File: src/rtl/instr_load_pkg.sv
// instr_load_pkg: shared types and widths for the instruction-memory loader.
package instr_load_pkg;
   localparam int INSTR_W     = 32;
   localparam int LOAD_ADDR_W = 9;
   typedef enum logic [2:0] {IDLE, FILL1, FILL2, WRITE, DONE} loader_state_t;
endpackage

File: src/rtl/instr_mem_loader.sv
// instr_mem_loader: packs a word stream into pairs and writes them to the instruction memory load port.
module instr_mem_loader
   import instr_load_pkg::*;
#(
   parameter int ADDR_W    = LOAD_ADDR_W,
   parameter int CNT_W     = 10,
   parameter int ADDR_STEP = 1
) (
   input  logic                 clk,
   input  logic                 rst,
   input  logic                 start,
   input  logic [ADDR_W-1:0]    base_addr,
   input  logic [CNT_W-1:0]     word_count,
   input  logic                 in_valid,
   input  logic [INSTR_W-1:0]   in_data,
   output logic                 in_ready,
   output logic                 enable_load_ex_mem,
   output logic [ADDR_W-1:0]    InstExMemAddress,
   output logic [INSTR_W-1:0]   InstExMemData1,
   output logic [INSTR_W-1:0]   InstExMemData2,
   output logic                 enable_half,
   output logic                 busy,
   output logic                 done
);
   loader_state_t        state_q, state_d;
   logic [ADDR_W-1:0]    addr_q, addr_d, oaddr_q;
   logic [CNT_W-1:0]     rem_q, rem_d, rem_dec;
   logic [INSTR_W-1:0]   d1_q, d1_d, d2_q, d2_d;
   logic                 half_q, half_d, en_q, eh_q, busy_q, done_q;

   assign rem_dec  = rem_q - CNT_W'(1);
   assign in_ready = (state_q == FILL1) || (state_q == FILL2);

   always_comb begin
      state_d = state_q;
      addr_d  = addr_q;
      rem_d   = rem_q;
      d1_d    = d1_q;
      d2_d    = d2_q;
      half_d  = half_q;
      case (state_q)
         IDLE: if (start) begin
            addr_d  = base_addr;
            rem_d   = word_count;
            state_d = (word_count == '0) ? DONE : FILL1;
         end
         FILL1: if (in_valid) begin
            d1_d    = in_data;
            d2_d    = '0;
            rem_d   = rem_dec;
            half_d  = (rem_dec == '0);
            state_d = (rem_dec == '0) ? WRITE : FILL2;
         end
         FILL2: if (in_valid) begin
            d2_d    = in_data;
            rem_d   = rem_dec;
            half_d  = 1'b0;
            state_d = WRITE;
         end
         WRITE: begin
            addr_d  = addr_q + ADDR_W'(ADDR_STEP);
            state_d = (rem_q == '0) ? DONE : FILL1;
         end
         default: state_d = IDLE;
      endcase
   end

   // Outputs are registered from the next state so they line up with the state they describe.
   always_ff @(posedge clk) begin
      if (rst) begin
         state_q <= IDLE;
         addr_q  <= '0;
         oaddr_q <= '0;
         rem_q   <= '0;
         d1_q    <= '0;
         d2_q    <= '0;
         half_q  <= 1'b0;
         en_q    <= 1'b0;
         eh_q    <= 1'b0;
         busy_q  <= 1'b0;
         done_q  <= 1'b0;
      end else begin
         state_q <= state_d;
         addr_q  <= addr_d;
         rem_q   <= rem_d;
         d1_q    <= d1_d;
         d2_q    <= d2_d;
         half_q  <= half_d;
         en_q    <= (state_d == WRITE);
         eh_q    <= (state_d == WRITE) && half_d;
         busy_q  <= (state_d != IDLE);
         done_q  <= (state_d == DONE);
         if (state_d == WRITE) oaddr_q <= addr_d;
      end
   end

   assign enable_load_ex_mem = en_q;
   assign enable_half        = eh_q;
   assign InstExMemAddress   = oaddr_q;
   assign InstExMemData1     = d1_q;
   assign InstExMemData2     = d2_q;
   assign busy               = busy_q;
   assign done               = done_q;
endmodule

File: config.mk
export PLATFORM = sky130hd
export DESIGN_NAME = instr_mem_loader
export DESIGN_NICKNAME = d
export VERILOG_FILES = /design/src/rtl/instr_load_pkg.sv /design/src/rtl/instr_mem_loader.sv
export SDC_FILE = /design/constraint.sdc
export NUM_CORES = 1
export LEC_CHECK = 0
export CAP_MARGIN = 20
export CORE_MARGIN = 10
export CORE_UTILIZATION = 48
export CTS_BUF_LIST = sky130_fd_sc_hd__clkbuf_2
export DETAILED_ROUTE_END_ITERATION = 8
export GPL_TIMING_DRIVEN = 0
export PLACE_DENSITY_LB_ADDON = 0.08
export REMOVE_ABC_BUFFERS = 1
export SLEW_MARGIN = 40
export SYNTH_ARGS = -nofsm -noshare
export SYNTH_HDL_FRONTEND = slang
export SYNTH_SLANG_ARGS = --single-unit
File: constraint.sdc
create_clock -name clk -period 2.55 [get_ports clk]
set_input_delay 0.3825 -clock clk [delete_from_list [all_inputs] [get_ports clk]]
set_output_delay 0.3825 -clock clk [all_outputs]
set_load 0.01 [all_outputs]
Word level (Yosys, flattened, before mapping)
Index checks and enable logic that the tools add are counted.

cells by class
  add/sub/neg operators = 2
  $mul = 0
  divide/modulo/power cells = 0
  $lt $le $gt $ge = 0
  eq/ne operators = 9
  shift-type cells = 0
  multiplexer cells = 18
  bitwise gates (word level) = 0
  reductions and logical operators = 13

operator list
  cell                   number
  $mux 32                2
  $pmux 32 s2            1
  $logic_not 10->1       3
  $mux 10                2
  $pmux 10 s2            1
  $pmux 9 s2             1
  $mux 3                 5
  $pmux 3 s4             1
  $sub 10x1->10 const B  1
  $add 9x1->9 const B    1
  $eq 3x2->1 const B     3
  $mux 9                 1
  $ne 2x2->1 const B     3
  $reduce_and 3->1       2
  $reduce_bool 2->1      2
  $eq 3x1->1 const B     1
  $eq 3x3->1 const B     1
  $logic_not 3->1        1
  $mux 1                 3
  $reduce_bool 3->1      1
  $ne 2x1->1 const B     1
  $pmux 1 s2             1
  $reduce_and 2->1       1
  $reduce_or 2->1        1
  2 further kinds        2

word-level totals
  register bits = 100
  bits in latches = 0
  memory bits (writable) = 0
  ROM bits = 0
  input port bits = 55
  output and inout port bits = 78
  logic and storage cells = 53
  memories = 0

Longest topological paths before layout
  depth after elaboration = 7
  gate-level depth with buffers = 8
  gate-level depth less buffers = 7

Least setup slack after synthesis
No wires, ideal clock.

  kind = flip-flop to flip-flop
  start point = register rem_q[0]
  end point = register oaddr_q[0] (netlist: InstExMemAddress[0])
  library setup time = 0.121 ns
  data arrival time = 2.178 ns
  data required time = 2.429 ns
  slack = 0.251 ns
  stages on the path, launching flop included = 8
  buffers on the path = 2
  period minus slack after synthesis = 2.299 ns
  path through = dfxtp_1 -> or4_1 -> clkbuf_2 -> or3b_4 -> a211oi_2 -> a21oi_2 -> buf_6 -> mux2_4

between the ends
  cells in the longest elaborated chain, start to end = 6
  elaborated cells between the ends (all ways) = 8
  classes of those cells = add/sub (1); eq/ne (1); mux (4); reduce/logical (2)

ends and longest elaborated chain
  item                      RTL line                text
  start: declaration        instr_mem_loader.sv:27  logic [CNT_W-1:0] rem_q, rem_d, rem_dec;
  start signal: assignment  instr_mem_loader.sv:85  rem_q <= rem_d;
  $sub 10x1->10             instr_mem_loader.sv:31  assign rem_dec = rem_q - CNT_W'(1);
  $logic_not 10->1          instr_mem_loader.sv:52  state_d = (rem_dec == '0) ? WRITE : FILL2;
  $mux 1                    instr_mem_loader.sv:52
  $mux 3                    instr_mem_loader.sv:47  FILL1: if (in_valid) begin
  $pmux 3 s4 *              instr_mem_loader.sv:41  case (state_q)
  $eq 3x2->1 *              instr_mem_loader.sv:93  if (state_d == WRITE) oaddr_q <= addr_d;
  end signal: assignment    instr_mem_loader.sv:93
  end: declaration          instr_mem_loader.sv:26  logic [ADDR_W-1:0] addr_q, addr_d, oaddr_q;

Mark *: on every way between the ends. The rest lies on a longest branch, timed or not.
A chain may end at the register's enable or synchronous reset.

Final worst setup path
  start point = register rem_q[0]
  end point = register oaddr_q[7] (netlist: InstExMemAddress[7])

Same word-level chain as after synthesis.

==> impl_metrics.env <==
export IMPL_status="complete, no violations"
export IMPL_grtUsageTotal=0.184
export IMPL_rsz0062_at_grt="yes"
export IMPL_clkSlewWorstSetupHoldPaths_ns=0.26
export IMPL_start_util=0.495
export IMPL_max_stage_delay_ns=0.61
export IMPL_finClkSkew_ns=0.0265
export IMPL_cts_root_buf="clkbuf_2"
export IMPL_die_area_um2=12600
export IMPL_routed_wl_um=12200
export IMPL_setup_viol_count_final=0
export IMPL_synth_cells=482
export IMPL_worstSetupPathType="reg -> reg"
export IMPL_nFillCells=714
export IMPL_cts_made_buffers=9
export IMPL_multiInputGateArea_um2=1980
export IMPL_cts_sinks=100
export IMPL_finalMaxSlewViolations=0
export IMPL_grt_max_degree=57
export IMPL_fin_cells=707
export IMPL_power_leakage_nw=2.03
export IMPL_seqCellArea_um2=2010
export IMPL_cap_violations=0
export IMPL_clock_path_buffers=2
export IMPL_endpoint_kind="register"
export IMPL_boundaryPins=133
export IMPL_grt_busiest_layer="met2"
export IMPL_netlist_area_um2=4090
export IMPL_layout_setup_ws_ns=0.0478
export IMPL_firstDrtPassIters=4
export IMPL_portBuffers=132
export IMPL_regToRegSetupSlack_ns=0.05
export IMPL_yosysSeqAreaShare=0.490
export IMPL_area_growth_syn_to_layout_pct=40.1
export IMPL_drcViolationCount=0
export IMPL_synth_most_common_cell="dfxtp_1"
export IMPL_drtAntennaViolNets=0
export IMPL_grt_pass1_vias=3770
export IMPL_grt_use_met2=0.306
export IMPL_num_rows=33
export IMPL_synth_area_leader_cell="dfxtp_1"
export IMPL_tightest_slew_ns=0.734
export IMPL_cp_start_kind="register"
export IMPL_cts_tree="done"
export IMPL_synth_edf_count=0
export IMPL_avgSynthCellArea_um2=8.48
export IMPL_relSlewSlack=0.511
export IMPL_powerDensity_nw_per_um2=572
export IMPL_synth_async_reset_ratio=0
export IMPL_coreArea_um2=8260
export IMPL_yosysTopAreaCellShare=0.490
export IMPL_fp_dieH_um=112
export IMPL_cp_slowest_cell="or4_4"
export IMPL_vias=3961
export IMPL_hp_class="in -> reg"
export IMPL_synth_top_cells_by_count="dfxtp_1 (100), nand2_1 (78), nor2_1 (55)"
export IMPL_wl_per_cell_um=17.2
export IMPL_fmax_ghz=0.400
export IMPL_ys_flop_type="dfxtp_1"
export IMPL_min_period_ns=2.50
export IMPL_drt_iter0_markers=299
export IMPL_synth_area_leaders="dfxtp_1 (49%), a22oi_1 (7.2%), nand2_1 (7.2%)"
export IMPL_h_tree_depth=3
export IMPL_yosysUniqueCellTypes=54
export IMPL_dpl_cell_count=687
export IMPL_grt_first_pass_wirelength_um=19600
export IMPL_grtUsageMet3=0.0442
export IMPL_power_w=0.00328
export IMPL_hpwl_um=8450
export IMPL_final_util=0.694
export IMPL_min_period_over_period=0.981
export IMPL_n_antenna_cell=0
export IMPL_pre_cts_slack_ns=-0.329
export IMPL_grt_overflow=0
export IMPL_critical_path_cell_chain="or4_4 -> or3b_4 -> a211oi_2 -> a21oi_4 -> mux2_4"
export IMPL_grt_antenna_before_repair=0
export IMPL_hold_viol=0
export IMPL_drive_above_1_share=0.0847
export IMPL_critPathMaxFanout=7
export IMPL_synth_warnings=0
export IMPL_required_ns=3.05
export IMPL_vdd_drop_max_uv=342
export IMPL_timing_hold_ws_ns=0.150
export IMPL_clk_latency_ns=0.57
export IMPL_worstPathArrival_ns=3.01
export IMPL_die_x_um=112
export IMPL_ys_seq_elements=100
export IMPL_globalplace_congestion=0.824
export IMPL_fin_nets=656
export IMPL_vias_per_cell=5.60
export IMPL_use_met1=0.231
## path summary, 6_finish.rpt
| check | startpoint | end | cells after the start |
|---|---|---|---|
| hold / removal | rst | rem_q[4]$_SDFFE_PP0P_ | 2 |
| setup reg to reg | rem_q[0]$_SDFFE_PP0P_ | InstExMemAddress[7]$_SDFFE_PP0N_ | 5 |
| hold reg to reg | InstExMemData1[14]$_SDFFE_PP0P_ | InstExMemData1[14]$_SDFFE_PP0P_ | 2 |
| setup / recovery | rem_q[0]$_SDFFE_PP0P_ | InstExMemAddress[7]$_SDFFE_PP0N_ | 5 |
## flip-flops by register name, indices dropped and copies added (netlist names), 3 cells and up
name and flops:
InstExMemAddress 9, InstExMemData1 32, InstExMemData2 32, addr_q 9, rem_q 10, state_q 3
## critical path: cells and delay by family (launching register included)
kind	cells	cell delay [ns]
DFF	1	0.43
and+or+nand+nor	2	1.02
AOI/OAI and AO/OA	2	0.66
muxes	1	0.33
## per-stage QoR
| stage | cell area [um2] | TNS, ns |
|---|---|---|
| finish | 5730 | 0 |
| CTS | 5690 | 0 |
| global route | 5730 | -0.367 |
| global placement | 5400 | -114.05 |
| floorplan | 3940 | 0 |
| detailed placement | 5500 | -2.41 |
## where the power goes
part,internal (W),total [W],switching (W)
Sequential,0.00164,0.00172,0.0000744
Combinational,0.000326,0.000698,0.000371
Clock,0.000331,0.000862,0.000530
Total,0.00230,0.00328,0.000976
## area by class of cell
type	instances	share of cell area
clock buffers	10	0.00874
clock inverters	5	0.0151
well taps	105	0.0229
repair buffers	140	0.251
inverters	10	0.00677
multi-input cells	337	0.345
flip-flops and latches	100	0.351
## logic make-up after synthesis
| logic type | Yosys count | share of synthesized area |
|---|---|---|
| AND/OR/NAND/NOR | 183 | 0.204 |
| AO/OA/AOI/OAI | 141 | 0.223 |
| flip-flops | 100 | 0.490 |
| buffers and inverters | 46 | 0.0444 |
| multiplexers | 7 | 0.0248 |
| adder cells (fa/ha/maj) | 3 | 0.00918 |
| XOR/XNOR | 2 | 0.00429 |
## cell usage in the layout, fill, tap and decap left out, types with 3 or more instances in the layout
cell type / n
buf_4: 4
ha_1: 3
a22oi_1: 39
a211oi_1: 8
mux2_4: 6
dfxtp_1: 97
nor3_1: 8
nand4_1: 4
nor2b_1: 7
nor4b_1: 3
a21oi_1: 44
a31oi_1: 6
o21ai_0: 22
nor2_1: 55
nand2_1: 77
inv_1: 9
clkdlybuf4s50_1: 130
nand2b_1: 4
clkbuf_2: 10
a221oi_1: 3
nand3b_1: 3
## repair_timing
| action | 4_1_cts | 5_1_grt |
|---|---|---|
| setup buffers | 1 | 3 |
| cloned | 0 | 1 |
| setup endpoints to repair | 14 | 12 |
| gates resized for setup | 13 | 2 |
| hold buffers | 0 | 0 |
| pin swaps | 1 | 1 |
## per-layer routing
| metal | vias to the layer above | share of wire |
|---|---|---|
| met1 | 1889 | 0.44 |
| met3 | 11 | 0.070 |
| met5 | - | 0 |
| met4 | 0 | 0.0083 |
| li1 | 1929 | - |
| met2 | 132 | 0.49 |
(Power assumes the default switching activity.)
